## src/rtl/period_meter_if.sv

```systemverilog
// Result stream of the period meter: measured interval with a valid/ready handshake.
// The meter is the master (producer); the consumer is the slave.
interface period_meter_if #(
  parameter int unsigned WIDTH = 32
) ();

  logic [WIDTH-1:0] period;
  logic             period_valid;
  logic             period_ready;

  modport master (
    output period,
    output period_valid,
    input  period_ready
  );

  modport slave (
    input  period,
    input  period_valid,
    output period_ready
  );

endinterface

```

## src/rtl/period_meter.sv

```systemverilog
// Period meter: counts clk cycles between consecutive rising edges of an asynchronous
// pulse input and presents each interval through a one-deep valid/ready holding register.
module period_meter #(
  parameter int unsigned WIDTH       = 32,
  parameter int unsigned SYNC_STAGES = 2
) (
  input  logic             clk,
  input  logic             reset,
  input  logic             enable,
  input  logic             sig_in,
  input  logic [WIDTH-1:0] timeout,
  output logic             timeout_err,
  output logic             overrun,
  input  logic             overrun_clr,
  period_meter_if.master   res
);

  typedef enum logic [1:0] {StIdle, StArm, StMeas} state_e;

  localparam logic [WIDTH-1:0] CntMax = '1;

  logic [SYNC_STAGES-1:0] sync_q, sync_d;
  logic                   delay_q, delay_d;
  logic                   sig_rise;

  state_e                 state_q, state_d;
  logic [WIDTH-1:0]       cnt_q, cnt_d;
  logic                   tmo_q, tmo_d;
  logic [WIDTH-1:0]       period_q, period_d;
  logic                   valid_q, valid_d;
  logic                   overrun_q, overrun_d;

  logic                   res_vld;
  logic                   drop;

  // Synchroniser shift and one-cycle rising-edge detect on its output.
  always_comb begin
    sync_d   = {sync_q[SYNC_STAGES-2:0], sig_in};
    delay_d  = sync_q[SYNC_STAGES-1];
    sig_rise = sync_q[SYNC_STAGES-1] & ~delay_q;
  end

  // Measurement FSM: arm on the first edge, then report the count at every later edge.
  always_comb begin
    state_d = state_q;
    cnt_d   = cnt_q;
    tmo_d   = 1'b0;
    res_vld = 1'b0;
    unique case (state_q)
      StIdle: begin
        cnt_d = '0;
        if (enable) state_d = StArm;
      end
      StArm: begin
        if (sig_rise) begin
          cnt_d   = WIDTH'(1);
          state_d = StMeas;
        end
      end
      StMeas: begin
        // An edge beats a coincident timeout so the interval is still reported.
        if (sig_rise) begin
          res_vld = 1'b1;
          cnt_d   = WIDTH'(1);
        end else if ((timeout != '0) && (cnt_q == timeout)) begin
          tmo_d   = 1'b1;
          cnt_d   = '0;
          state_d = StArm;
        end else if (cnt_q != CntMax) begin
          cnt_d = cnt_q + WIDTH'(1);
        end
      end
      default: state_d = StIdle;
    endcase
    // Disabling abandons any partial count; a held result is untouched.
    if (!enable) begin
      state_d = StIdle;
      cnt_d   = '0;
      tmo_d   = 1'b0;
      res_vld = 1'b0;
    end
  end

  // Holding register: accept frees the slot, a new result refills it or is dropped if blocked.
  always_comb begin
    period_d = period_q;
    valid_d  = valid_q;
    drop     = 1'b0;
    if (valid_q && res.period_ready) valid_d = 1'b0;
    if (res_vld) begin
      if (!valid_q || res.period_ready) begin
        period_d = cnt_q;
        valid_d  = 1'b1;
      end else begin
        drop = 1'b1;
      end
    end
    // Set wins over clear in the same cycle.
    overrun_d = (overrun_q & ~overrun_clr) | drop;
  end

  // State registers with synchronous active-high reset.
  always_ff @(posedge clk) begin
    if (reset) begin
      sync_q    <= '0;
      delay_q   <= 1'b0;
      state_q   <= StIdle;
      cnt_q     <= '0;
      tmo_q     <= 1'b0;
      period_q  <= '0;
      valid_q   <= 1'b0;
      overrun_q <= 1'b0;
    end else begin
      sync_q    <= sync_d;
      delay_q   <= delay_d;
      state_q   <= state_d;
      cnt_q     <= cnt_d;
      tmo_q     <= tmo_d;
      period_q  <= period_d;
      valid_q   <= valid_d;
      overrun_q <= overrun_d;
    end
  end

  assign res.period       = period_q;
  assign res.period_valid = valid_q;
  assign timeout_err      = tmo_q;
  assign overrun          = overrun_q;

endmodule

```

## src/flat_wrapper.sv

```systemverilog
// flat-port wrapper written by rule: the top's interface ports become plain ports
module period_meter_flat 
#(
  parameter int unsigned WIDTH       = 32,
  parameter int unsigned SYNC_STAGES = 2
)
  (clk, reset, enable, sig_in, timeout, timeout_err, overrun, overrun_clr, res_period, res_period_valid, res_period_ready);
  period_meter_if #(.WIDTH(WIDTH)) res_i ();
  input  logic clk;
  input  logic reset;
  input  logic enable;
  input  logic sig_in;
  input  logic [WIDTH-1:0] timeout;
  output logic timeout_err;
  output logic overrun;
  input  logic overrun_clr;
  output wire logic [$bits(res_i.period)-1:0] res_period;
  output wire logic [$bits(res_i.period_valid)-1:0] res_period_valid;
  input wire logic [$bits(res_i.period_ready)-1:0] res_period_ready;
  assign res_period = res_i.period;
  assign res_period_valid = res_i.period_valid;
  assign res_i.period_ready = res_period_ready;
  period_meter #(.WIDTH(WIDTH), .SYNC_STAGES(SYNC_STAGES)) u_core (.clk(clk), .reset(reset), .enable(enable), .sig_in(sig_in), .timeout(timeout), .timeout_err(timeout_err), .overrun(overrun), .overrun_clr(overrun_clr), .res(res_i));
endmodule
```

## config.mk

```make
export PLATFORM = sky130hd
export DESIGN_NAME = period_meter_flat
export DESIGN_NICKNAME = d
export VERILOG_FILES = /design/src/rtl/period_meter_if.sv /design/src/rtl/period_meter.sv /design/src/flat_wrapper.sv
export SDC_FILE = /design/constraint.sdc
export NUM_CORES = 1
export LEC_CHECK = 0
export BUFFER_PORTS_ARGS = -buffer_cell sky130_fd_sc_hd__buf_2
export CORE_MARGIN = 2
export CORE_UTILIZATION = 50
export CTS_CLUSTER_SIZE = 12
export DETAILED_ROUTE_END_ITERATION = 10
export MAX_ROUTING_LAYER = met4
export PLACE_DENSITY = 0.78
export SLEW_MARGIN = 20
export SYNTH_ARGS = -nofsm -noshare
export SYNTH_HDL_FRONTEND = slang
export SYNTH_SLANG_ARGS = --single-unit
export TNS_END_PERCENT = 1
```

## constraint.sdc

```tcl
create_clock -name clk -period 2.48 [get_ports clk]
set_input_delay 0.372 -clock clk [delete_from_list [all_inputs] [get_ports clk]]
set_output_delay 0.372 -clock clk [all_outputs]
set_load 0.01 [all_outputs]
```

# After elaboration in Yosys (flattened, before gate mapping)
# Cells that the tools add are included.
# word_totals
out_inout_bits	35
ff_bits	72
wordCells	54
inputBits	38
# op_classes
n_bitwise	7
n_eq_ne	8
add_sub_neg	1
n_reduce_logical	12
muxes	18
# ops
cell	count
$mux 32	4
$pmux 32 s3	1
$add 32x1->32 const B	1
$eq 32x32->1	1
$ne 32x32->1 const B	1
$reduce_bool 32->1	1
$mux 1	9
$mux 2	3
$pmux 2 s3	1
$reduce_and 3->1	2
$ne 2x1->1 const B	2
$ne 4x1->1 const B	1
$not 1->1	4
$reduce_or 4->1	1
$reduce_bool 3->1	1
$and 1x1->1	2
$eq 2x1->1 const B	1
$eq 2x2->1 const B	1
$logic_and 1x1->1	2
$logic_not 2->1	1
$ne 2x2->1 const B	1
$reduce_and 2->1	1
$reduce_or 2->1	1
$logic_not 1->1	1
2 further kinds	2

# Longest topological paths before layout
# depth
word_depth	7
depth_mapped	10
ltp_nobuf	8

# Worst setup path after synthesis
# OpenSTA, ideal clock, no wires.
# synth_path
path_type	register to register
start	register u_core.cnt_q[16]
end	register u_core.cnt_q[26]
setup_ps	117
path_stages_with_launch	10
t_arrival_ps	2067
required_time_ps	2363
synth_period_minus_slack_ps	2184
n_path_buf	2
slack_ps	296
path_cell_list	dfxtp_1 -> buf_2 -> and4_1 -> nand4_2 -> nor4_2 -> nand4_2 -> buf_2 -> o211ai_1 -> xor2_1 -> nor2_1
# synth_between
elab_chain_cells	5
elab_cells_between_ends	10
classes_between	add/sub: 1; eq/ne: 3; mux: 4; reduce/logical: 2
# synth_lines
element	line	source
from (decl)	period_meter.sv:27	logic [WIDTH-1:0] cnt_q, cnt_d;
from (signal assigned)	period_meter.sv:117	cnt_q <= cnt_d;
$add 32x1->32 / $eq 32x32->1 (equally long branches)	period_meter.sv:70, period_meter.sv:65	
$mux 32 / $logic_and 1x1->1 (equally long branches)	period_meter.sv:69, period_meter.sv:65	
$mux 32	period_meter.sv:65	end else if ((timeout != '0) && (cnt_q == timeout)) begin
$mux 32	period_meter.sv:62	if (sig_rise) begin
$pmux 32 s3	period_meter.sv:49	unique case (state_q)
# Several ways; a longest one is shown, not always the timed one. The select of a mux whose other input is x is not followed.
# A chain may end at the register's enable or synchronous reset.

# Worst setup path in the final report
# layout_path
start	register u_core.cnt_q[15]
end	register u_core.cnt_q[25]
# Same word-level chain as after synthesis.

==> results.md <==
* Outcome: completed
* Cell area power density at 529 nW/um2
* Total length of routed wires at 9650 um
* Port-buffer cells at 72
* TNS Setup at 0 ps
* DR DRC count at 0
* Pin count of the biggest net entering global routing at 38
* Final-report max-slew violation count at 0
* RSZ-0062 raised after global routing: yes
* Floorplan die width at 87.7 um
* Critical-path maximum fanout at 9
* Critical Path End Type: flop
* Master cell of the clock root buffer: clkbuf_8
* Transition time at the pin with the least slew margin at 552 ps
* Number of standard-cell rows in the floorplan at 30
* WL per Instance at 15.4 um
* Remaining Overflow, GRT at 0
* Fraction of registers with async set or reset after synthesis at 0%
* Max frequency at 414 MHz
* Number of antenna diodes at 0
* Type of the tightest min-delay check: input pin to flop
* Insertion delay to the later sink of the worst-skew pair at 350 ps
* Top cell type's share of synthesized area at 41.1%
* Max_slew headroom at 62.7%
* Std-Cell Core Area at 6790 um2
* Final worst setup slack at 67.1 ps
* Most frequent cells in the layout: nand2_1, buf_2, dfxtp_1
* Maximum VDD drop at 0.000274 V
* Syn Inst Count at 436
* GRT met3 Usage at 6.31%
* Via count at 3460
* Average via count per standard cell at 5.54
* DIE AREA at 7690 um2
* Max capacitance violation total at 0
* Setup slack after placement at -137 ps
* GP Congestion at 1.06
* Final HPWL from detailed placement at 7130 um
* Clk_skew at 11.0 ps
* Most frequent standard cell in the layout excluding fill and tap cells: nand2_1
* Synthesized cell area at 3500 um2
* Wire length of the first global-routing pass at 15700 um
* Cts bufs inserted at 9
* Maximum level of the CTS H-tree at 3
* First-pass DRT Iterations at 4
* M2 GR Usage at 42.3%
* Initial standard-cell utilization of the core at 51.6%
* Count of yosys warnings during synthesis at 0
* Number of enable-type register cells in the synthesized netlist at 0
* Most area-hungry cell type in the Yosys netlist: dfxtp_1
* CP startpoint kind: flop
* DRC violation total after the first TritonRoute iteration at 250
* Most used routing layer: met2
* CTS sink count at 72
* Hold violation total from the final report at 0
* Clock tree from TritonCTS: built
* Setup-violating endpoint count in the final report at 0
* Global routing met1 resource utilization at 34.2%
* Largest cells by area after synthesis: dfxtp_1, xor2_1, nand2_1
* Count of distinct cell types in the synthesized netlist at 40
* Number of nets in the layout at 568
* Reg clk slew, reported paths at 80 ps
* Kind of critical path: flop to flop
* Top-level I/O count at 73
* Vias in the first global route at 3284
* Final critical delay including setup and external delays at 2410 ps
* Data required time of the critical path at 2780 ps
* DIE HEIGHT at 87.7 um
* Antenna violation net count after detailed routing at 0
* Synth Net Count at 479
* Synth Register Bits at 72
* Most used flip-flop cell after synthesis: dfxtp_1
* GR Util All Layers at 27.2%
* Post-Synthesis Mean Instance Area at 8.04 um2
* Fraction of layout instances using a drive strength above 1 at 26.3%
* Seq/Total Area, Yosys at 41.1%
* Maximum clock path buffer count at 2
* Number of antenna violations at the first check in global routing at 0
* Post-route clock period utilization at 97.3%
* Syn-to-layout area delta at 24.8%
* Worst endpoint data arrival time at 2710 ps
* Leakage power at 1.74 nW
-- cells in the mapped netlist, types with 2 or more instances --
| cell | n |
|---|---|
| nand2_1 | 80 |
| dfxtp_1 | 72 |
| a21oi_1 | 58 |
| xor2_1 | 39 |
| clkbuf_1 | 19 |
| nor4_1 | 19 |
| nor2_1 | 18 |
| o21ai_0 | 17 |
| or3_1 | 15 |
| inv_1 | 12 |
| nand3_1 | 11 |
| nand4_1 | 7 |
| nor2b_1 | 7 |
| o211ai_1 | 6 |
| ha_1 | 5 |
| and3_1 | 4 |
| and4_1 | 4 |
| buf_2 | 4 |
| o31ai_1 | 4 |
| or4_1 | 4 |
| nand2b_1 | 3 |
| o21ai_1 | 3 |
| a21boi_0 | 2 |
| mux2i_1 | 2 |
| nand4_2 | 2 |
| o2111ai_1 | 2 |
| o21bai_1 | 2 |
| or2_2 | 2 |
| xnor2_1 | 2 |
-- through the flow --
step	util (%)	total power (W)	instance area [um2]	hold WS [ps]	instances
floorplan	-	0.00124	3500	414	436
global placement	60.3	0.00130	4100	417	608
detailed placement	60.3	0.00130	4100	435	608
CTS	63.7	0.00232	4330	220	623
global route	64.4	0.00238	4380	261	625
finish	64.4	0.00231	4380	227	625
-- power by group --
group | internal [W] | switching [W] | total [W] | leakage, nW
registers | 0.00116 | 0.00000237 | 0.00116 | 0.584
logic | 0.0000495 | 0.0000735 | 0.000123 | 1.04
clock network | 0.000588 | 0.000442 | 0.00103 | 0.108
total | 0.00180 | 0.000518 | 0.00231 | 1.74
-- area by class of cell --
type                       count  area [um2]
clock buffer                  10         138
clock inverter                 5        81.3
fill                         566        2420
inverter                      12        45.0
multi-input combinational    328        1960
sequential                    72        1450
tap                           96         120
timing repair buffer         102         586
-- logic make-up (layout without fill, tap and decap cells) --
family	count (synthesis)	in the layout	share of synthesized area (%)
buffers and inverters	36	129	4.11
AND/OR/NAND/NOR	181	181	26.2
adder cells (fa/ha/maj)	5	5	1.79
XOR/XNOR	41	41	10.2
flip-flops	72	72	41.1
multiplexers	2	2	0.571
AO/OA/AOI/OAI	99	99	16.0
-- worst max-delay path: stages (launching register included) --
cell	delay [ps]
dfxtp_1	310
buf_4	160
xor2_1	180
nor4_2	310
nand4_1	230
nor3_4	300
o211ai_2	170
buf_4	190
or3_1	380
a21oi_2	140
-- final timing paths --
kind | startpoint | end | slack (ps) | cells after the start
min reg2reg | u_core.res.period[6]$_SDFFE_PP0P_ | u_core.res.period[6]$_SDFFE_PP0P_ | 450 | 2
max reg2reg | u_core.cnt_q[15]$_SDFFE_PP0P_ | u_core.cnt_q[25]$_SDFFE_PP0P_ | 70 | 9
min | sig_in | u_core.sync_q[0]$_SDFF_PP0_ | 230 | 2
max | u_core.cnt_q[15]$_SDFFE_PP0P_ | u_core.cnt_q[25]$_SDFFE_PP0P_ | 70 | 9
-- per-layer routing --
metal	vias to the layer above	part of all wire, %
met5	-	0
met1	1587	44
met4	0	3.1
met2	142	46
met3	27	7.3
li1	1704	-
-- state kept, by name (all words and copies together) (netlist names) --
name and count:
u_core.res.period 32, u_core.state_q 2, u_core.cnt_q 32, u_core.sync_q 2, u_core.res.period_valid 1, u_core.delay_q 1
u_core.overrun 1, u_core.timeout_err 1
-- what timing repair did --
item,CTS,global route
hold endpoints to repair,0,0
gates resized for setup,2,12
hold buffers,0,0
pin swaps,0,4
setup endpoints to repair,6,29
setup buffers,0,2
(Power assumes the default switching activity.)
